--- config.mk ---
export PLATFORM = sky130hd
export DESIGN_NAME = seg_scan_driver
export DESIGN_NICKNAME = d
export VERILOG_FILES = /design/src/rtl/seg_scan_driver.sv
export SDC_FILE = /design/constraint.sdc
export NUM_CORES = 1
export LEC_CHECK = 0
export CORE_ASPECT_RATIO = 1.5
export CORE_MARGIN = 8
export CORE_UTILIZATION = 40
export DETAILED_ROUTE_END_ITERATION = 12
export PLACE_DENSITY = 0.6
export SYNTH_ARGS = -nofsm -noshare
export SYNTH_HDL_FRONTEND = slang
export SYNTH_SLANG_ARGS = --single-unit
--- constraint.sdc ---
create_clock -name clk -period 2.5 [get_ports clk]
set_input_delay 0.5 -clock clk [delete_from_list [all_inputs] [get_ports clk]]
set_output_delay 0.5 -clock clk [all_outputs]
set_load 0.005 [all_outputs]
--- src/rtl/seg_scan_driver.sv ---
// -----------------------------------------------------------------------------
// seg_scan_driver
// Time-multiplexed driver for a 4-digit common-anode 7-segment display.
// It scans four active-low segment codes (MM:SS, leftmost digit first) onto
// the shared cathode and anode pins. The four codes are captured once per
// frame so that a frame never mixes old and new digits.
// The driver also provides a colon dot on digit 1, leading-zero blanking of
// digit 0, and whole-display blinking.
//
// Parameters
//   DIGIT_CYCLES  clock cycles each digit is lit (>= 2)
//   BLINK_DIGITS  digit advances per blink half-period (>= 1)
//
// Ports
//   clk         system clock, rising edge
//   rst         asynchronous active-high reset
//   seg1..seg4  digit 0..3 codes, active-low {g,f,e,d,c,b,a}
//   colon_en    light the separator dot (digit 1 dp)
//   blink_en    blank the display during odd blink phases
//   blank_lead  blank digit 0 while it shows "0"
//   an          anode enables, active-low, an[3] = digit 0
//   seg         segment cathodes, active-low {g,f,e,d,c,b,a}
//   dp          decimal point cathode, active-low
//   frame_done  one-cycle pulse after the last cycle of each frame
// -----------------------------------------------------------------------------
module seg_scan_driver #(
    parameter int DIGIT_CYCLES = 100000,
    parameter int BLINK_DIGITS = 250
) (
    input  logic       clk,
    input  logic       rst,
    input  logic [6:0] seg1,
    input  logic [6:0] seg2,
    input  logic [6:0] seg3,
    input  logic [6:0] seg4,
    input  logic       colon_en,
    input  logic       blink_en,
    input  logic       blank_lead,
    output logic [3:0] an,
    output logic [6:0] seg,
    output logic       dp,
    output logic       frame_done
);

    localparam int CW = (DIGIT_CYCLES > 1) ? $clog2(DIGIT_CYCLES) : 1;
    localparam int BW = (BLINK_DIGITS > 1) ? $clog2(BLINK_DIGITS) : 1;
    localparam logic [CW-1:0] CNT_LAST  = CW'(DIGIT_CYCLES - 1);
    localparam logic [BW-1:0] BCNT_LAST = BW'(BLINK_DIGITS - 1);
    localparam logic [6:0]    SEG_OFF   = 7'h7F;
    localparam logic [6:0]    SEG_ZERO  = 7'b1000000;

    logic [CW-1:0] cnt_r;
    logic [1:0]    idx_r;
    logic [6:0]    sh_r [4];
    logic [BW-1:0] bcnt_r;
    logic          ph_r;
    logic          st_r;

    logic          adv_s;
    logic          wrap_s;
    logic          cap_s;
    logic          blink_s;
    logic [3:0]    an_s;
    logic [6:0]    seg_s;
    logic          dp_s;

    // Scan sequencing decodes and the next output value for the current digit.
    always_comb begin
        adv_s   = 1'b0;
        wrap_s  = 1'b0;
        cap_s   = 1'b0;
        blink_s = 1'b0;
        an_s    = 4'b1111;
        seg_s   = SEG_OFF;
        dp_s    = 1'b1;

        // The start cycle only captures; the prescaler is held so that digit 0
        // still gets its full DIGIT_CYCLES slot once the outputs light up.
        if (st_r) begin
            adv_s = 1'b0;
        end else begin
            adv_s = (cnt_r == CNT_LAST);
        end
        wrap_s  = adv_s && (idx_r == 2'd3);
        cap_s   = wrap_s || st_r;
        blink_s = blink_en && ph_r;

        case (idx_r)
            2'd0:    an_s = 4'b0111;
            2'd1:    an_s = 4'b1011;
            2'd2:    an_s = 4'b1101;
            2'd3:    an_s = 4'b1110;
            default: an_s = 4'b1111;
        endcase

        if (blink_s || (blank_lead && (idx_r == 2'd0) && (sh_r[0] == SEG_ZERO))) begin
            seg_s = SEG_OFF;
        end else begin
            seg_s = sh_r[idx_r];
        end

        if (colon_en && (idx_r == 2'd1) && !blink_s) begin
            dp_s = 1'b0;
        end else begin
            dp_s = 1'b1;
        end
    end

    // Prescaler, digit index, blink phase, start flag and frame shadows.
    always_ff @(posedge clk or posedge rst) begin
        if (rst) begin
            cnt_r  <= '0;
            idx_r  <= 2'd0;
            bcnt_r <= '0;
            ph_r   <= 1'b0;
            st_r   <= 1'b1;
            for (int i = 0; i < 4; i++) begin
                sh_r[i] <= SEG_OFF;
            end
        end else begin
            st_r <= 1'b0;
            if (st_r) begin
                cnt_r <= cnt_r;
            end else if (adv_s) begin
                cnt_r <= '0;
                idx_r <= idx_r + 2'd1;
                // Phase keeps running with blinking disabled so that enabling
                // blink never restarts the half-period.
                if (bcnt_r == BCNT_LAST) begin
                    bcnt_r <= '0;
                    ph_r   <= ~ph_r;
                end else begin
                    bcnt_r <= bcnt_r + BW'(1);
                end
            end else begin
                cnt_r <= cnt_r + CW'(1);
            end
            if (cap_s) begin
                sh_r[0] <= seg1;
                sh_r[1] <= seg2;
                sh_r[2] <= seg3;
                sh_r[3] <= seg4;
            end
        end
    end

    // Output register: dark in reset and on the start cycle, otherwise it
    // shows the digit selected on the previous cycle.
    always_ff @(posedge clk or posedge rst) begin
        if (rst) begin
            an         <= 4'b1111;
            seg        <= SEG_OFF;
            dp         <= 1'b1;
            frame_done <= 1'b0;
        end else if (st_r) begin
            an         <= 4'b1111;
            seg        <= SEG_OFF;
            dp         <= 1'b1;
            frame_done <= 1'b0;
        end else begin
            an         <= an_s;
            seg        <= seg_s;
            dp         <= dp_s;
            frame_done <= wrap_s;
        end
    end

endmodule

==> run_results.csv <==
group,metric,value,unit
logic_synthesis,ys.warnings.count,0,
setup_path,start_kind,"register",
floorplanning,ioPinCount,46,
global_route,grtUsageTotal,12.5,%
finish,fin_nets,347,
route,wl_per_cell,16.2,µm
sta,slew_headroom,45.3,%
floorplanning,dieArea,11700,µm²
global_route,grt_pass1_wl,11400,µm
clock_network,cts_tree,"built",
logic_synthesis,netlist_area,3370,µm²
sta,rsz0062_at_grt,"no",
power,leakage,1.78,nW
clock_network,post_cts.repair.setup_buffers,0,
clock_network,cts.path.max_buffers,2,
setup_path,r2r_slack,0.36,ns
sta,fin_setup_tns,0,ns
floorplanning,die_x,91.0,µm
route,ant_nets,0,
setup_path,path_buf_inv,1,
clock_network,cts.sinks,70,
route,viasPerCell,5.09,
sta,fin_worst_skew,0.00676,ns
clock_network,cts_resized,0,
logic_synthesis,synth_seq_cells,70,
floorplanning,start_util,40.6,%
placed_design,port_buffers,45,
clock_network,cts_hold_buf,0,
finish,syn_to_final_growth,25.9,%
placed_design,hpwl,4850,µm
logic_synthesis,synth_fp_nets,291,
setup_path,cp_slowest_stage_delay,0.55,ns
setup_path,cp_max_fo,28,
logic_synthesis,yosysSeqAreaShare,53.4,%
setup_path,cp.arrival,2.39,ns
power,vdd_drop_max,0.370,mV
global_route,antenna_found_initial,0,
clock_network,cts_buffers,9,
setup_path,crit_path_end_kind,"register",
status,status,"completed",
finish,final_common_cell,"clkdlybuf4s50_1",
floorplanning,coreArea,8310,µm²
clock_network,clk_pin_slew,0.05,ns
global_route,grt_pass1_vias,2236,
logic_synthesis,ys.flop_type,"dfstp_2",
floorplanning,die_h,128,µm
sta,slew_violations,0,
logic_synthesis,avgSynthCellArea,13.5,µm²
placed_design,routabilityCongestion,0.789,
power,power,2.87,mW
global_route,grt_max_degree,54,
finish,layout-drive-gt1-share,35.4,%
logic_synthesis,synth_edf_count,0,
route,totalWireLength,6780,µm
setup_path,required,2.76,ns
sta,hold_viol,0,
sta,whs,0.469,ns
sta,worst-slew-pin-transition,0.813,ns
clock_network,h-tree-depth,3,
job,max_cap_viol_count,0,
floorplanning,rows,41,
route,drc,0,
route,initialDrtViolationCount,126,
finish,final_cell_mix,"clkdlybuf4s50_1 (45), dfstp_2 (41), dfrtp_1 (29), mux2_4 (20), nor2_1 (16)",
clock_network,clk_latency,0.33,ns
sta,finalCritPeriodShare,85.5,%
logic_synthesis,yosysUniqueCellTypes,44,
setup_path,critical_path.slowest_cell,"or4_4",
clock_network,cts_root_buffer,"clkbuf_16",
sta,fmaxAchievable,468,MHz
route,dr.pass1.iters,6,
setup_path,worst_path_dominant_cell_family,"simple AND/OR/NAND/NOR gates",
finish,antennaDiodeCount,0,
setup_path,worstSetupPathType,"reg -> reg",
setup_path,crit_chain,"or4_4 > nor3_4 > a31oi_4 > buf_4 > mux2_4",
global_route,grt.overflow.total,0,
power,cellPowerDensity,675,nW/µm²
sta,setup_violations,0,
worst_hold_path,hp-class,"in -> async",
sta,min_period,2.14,ns
logic_synthesis,syn_inst,250,
route,vias,2128,
logic_synthesis,async_flop_share,100,%
-- cells in the mapped netlist, drive strengths merged, types with 2 or more instances --
master,instances,share of area (%)
or2,2,0.37
nand3b,2,0.44
o21ai,3,0.44
nor4,6,1.6
xnor2,10,2.6
xor2,5,1.3
and3,5,0.93
mux4,7,4.7
mux2,31,13
a31oi,4,1.2
nand2b,13,2.4
nand4,4,0.74
dfstp,41,32
nand2,11,1.2
buf,4,1.4
dfrtp,29,22
o211ai,2,0.44
nor3,6,1.2
ha,8,3.0
nor2,16,1.8
inv,7,0.78
nand4b,5,1.3
or4,2,0.67
a21oi,2,0.30
and2,2,0.37
clkbuf,3,0.33
nand3,9,1.3
-- layer usage --
metal	global-route usage [%]	up-vias	wire (µm)	share of wire, %
li1	-	1007	-	-
met1	14.9	1065	3010	44
met2	19.6	45	3360	50
met3	3.32	11	255	3.8
met4	7.74	0	159	2.3
met5	0	-	0	0
-- cell type report --
class / count / area [µm²]
multi-input combinational: 166 / 1480
tap: 107 / 134
inverter: 7 / 26.3
clock inverter: 5 / 32.5
sequential: 70 / 1800
clock buffer: 11 / 253
timing repair buffer: 52 / 515
fill: 747 / 4060
-- sequential cells by signal, summed over array words and instances, names as in the netlist --
name / flops
an: 4
bcnt_r: 8
cnt_r: 17
dp: 1
frame_done: 1
idx_r: 2
ph_r: 1
seg: 7
sh_r: 28
st_r: 1
-- cells by family (layout without fill, tap and decap cells) --
kind of cell,after synthesis,count (layout),share of synthesized area (%)
AND/OR/NAND/NOR,85,85,15.3
flip-flops,70,70,53.4
multiplexers,39,39,17.5
AO/OA/AOI/OAI,18,18,4.15
XOR/XNOR,15,15,3.89
buffers and inverters,14,75,2.56
adder cells (fa/ha/maj),8,8,2.97
other,1,1,0.111
-- per-stage QoR --
step	utilization [%]	area, µm²	cells	worst slack (ns)
global route	51.1	4250	418	0.259
finish	51.1	4250	418	0.364
floorplan	-	3370	250	0.300
global placement	47.7	3960	402	0.371
CTS	51.1	4250	418	0.357
detailed placement	47.7	3960	402	0.348
-- path summary, 6_finish.rpt --
path,depth (start not counted),startpoint,endpoint
hold / removal,2,rst,cnt_r[8]
max in group asynchronous,3,rst,sh_r[24]
hold reg to reg,1,bcnt_r[6],bcnt_r[6]
setup / recovery,5,cnt_r[11],sh_r[10]
min in group clk,1,bcnt_r[6],bcnt_r[6]
setup reg to reg,5,cnt_r[11],sh_r[10]
-- where the power goes --
group          total (mW)  switching [mW]  internal, mW  leakage (nW)
logic               0.320           0.126         0.193         0.812
registers            1.35          0.0809          1.27         0.827
clock network        1.20           0.475         0.723         0.142
total                2.87           0.682          2.19          1.78
Power figures use the tool's default switching activity.
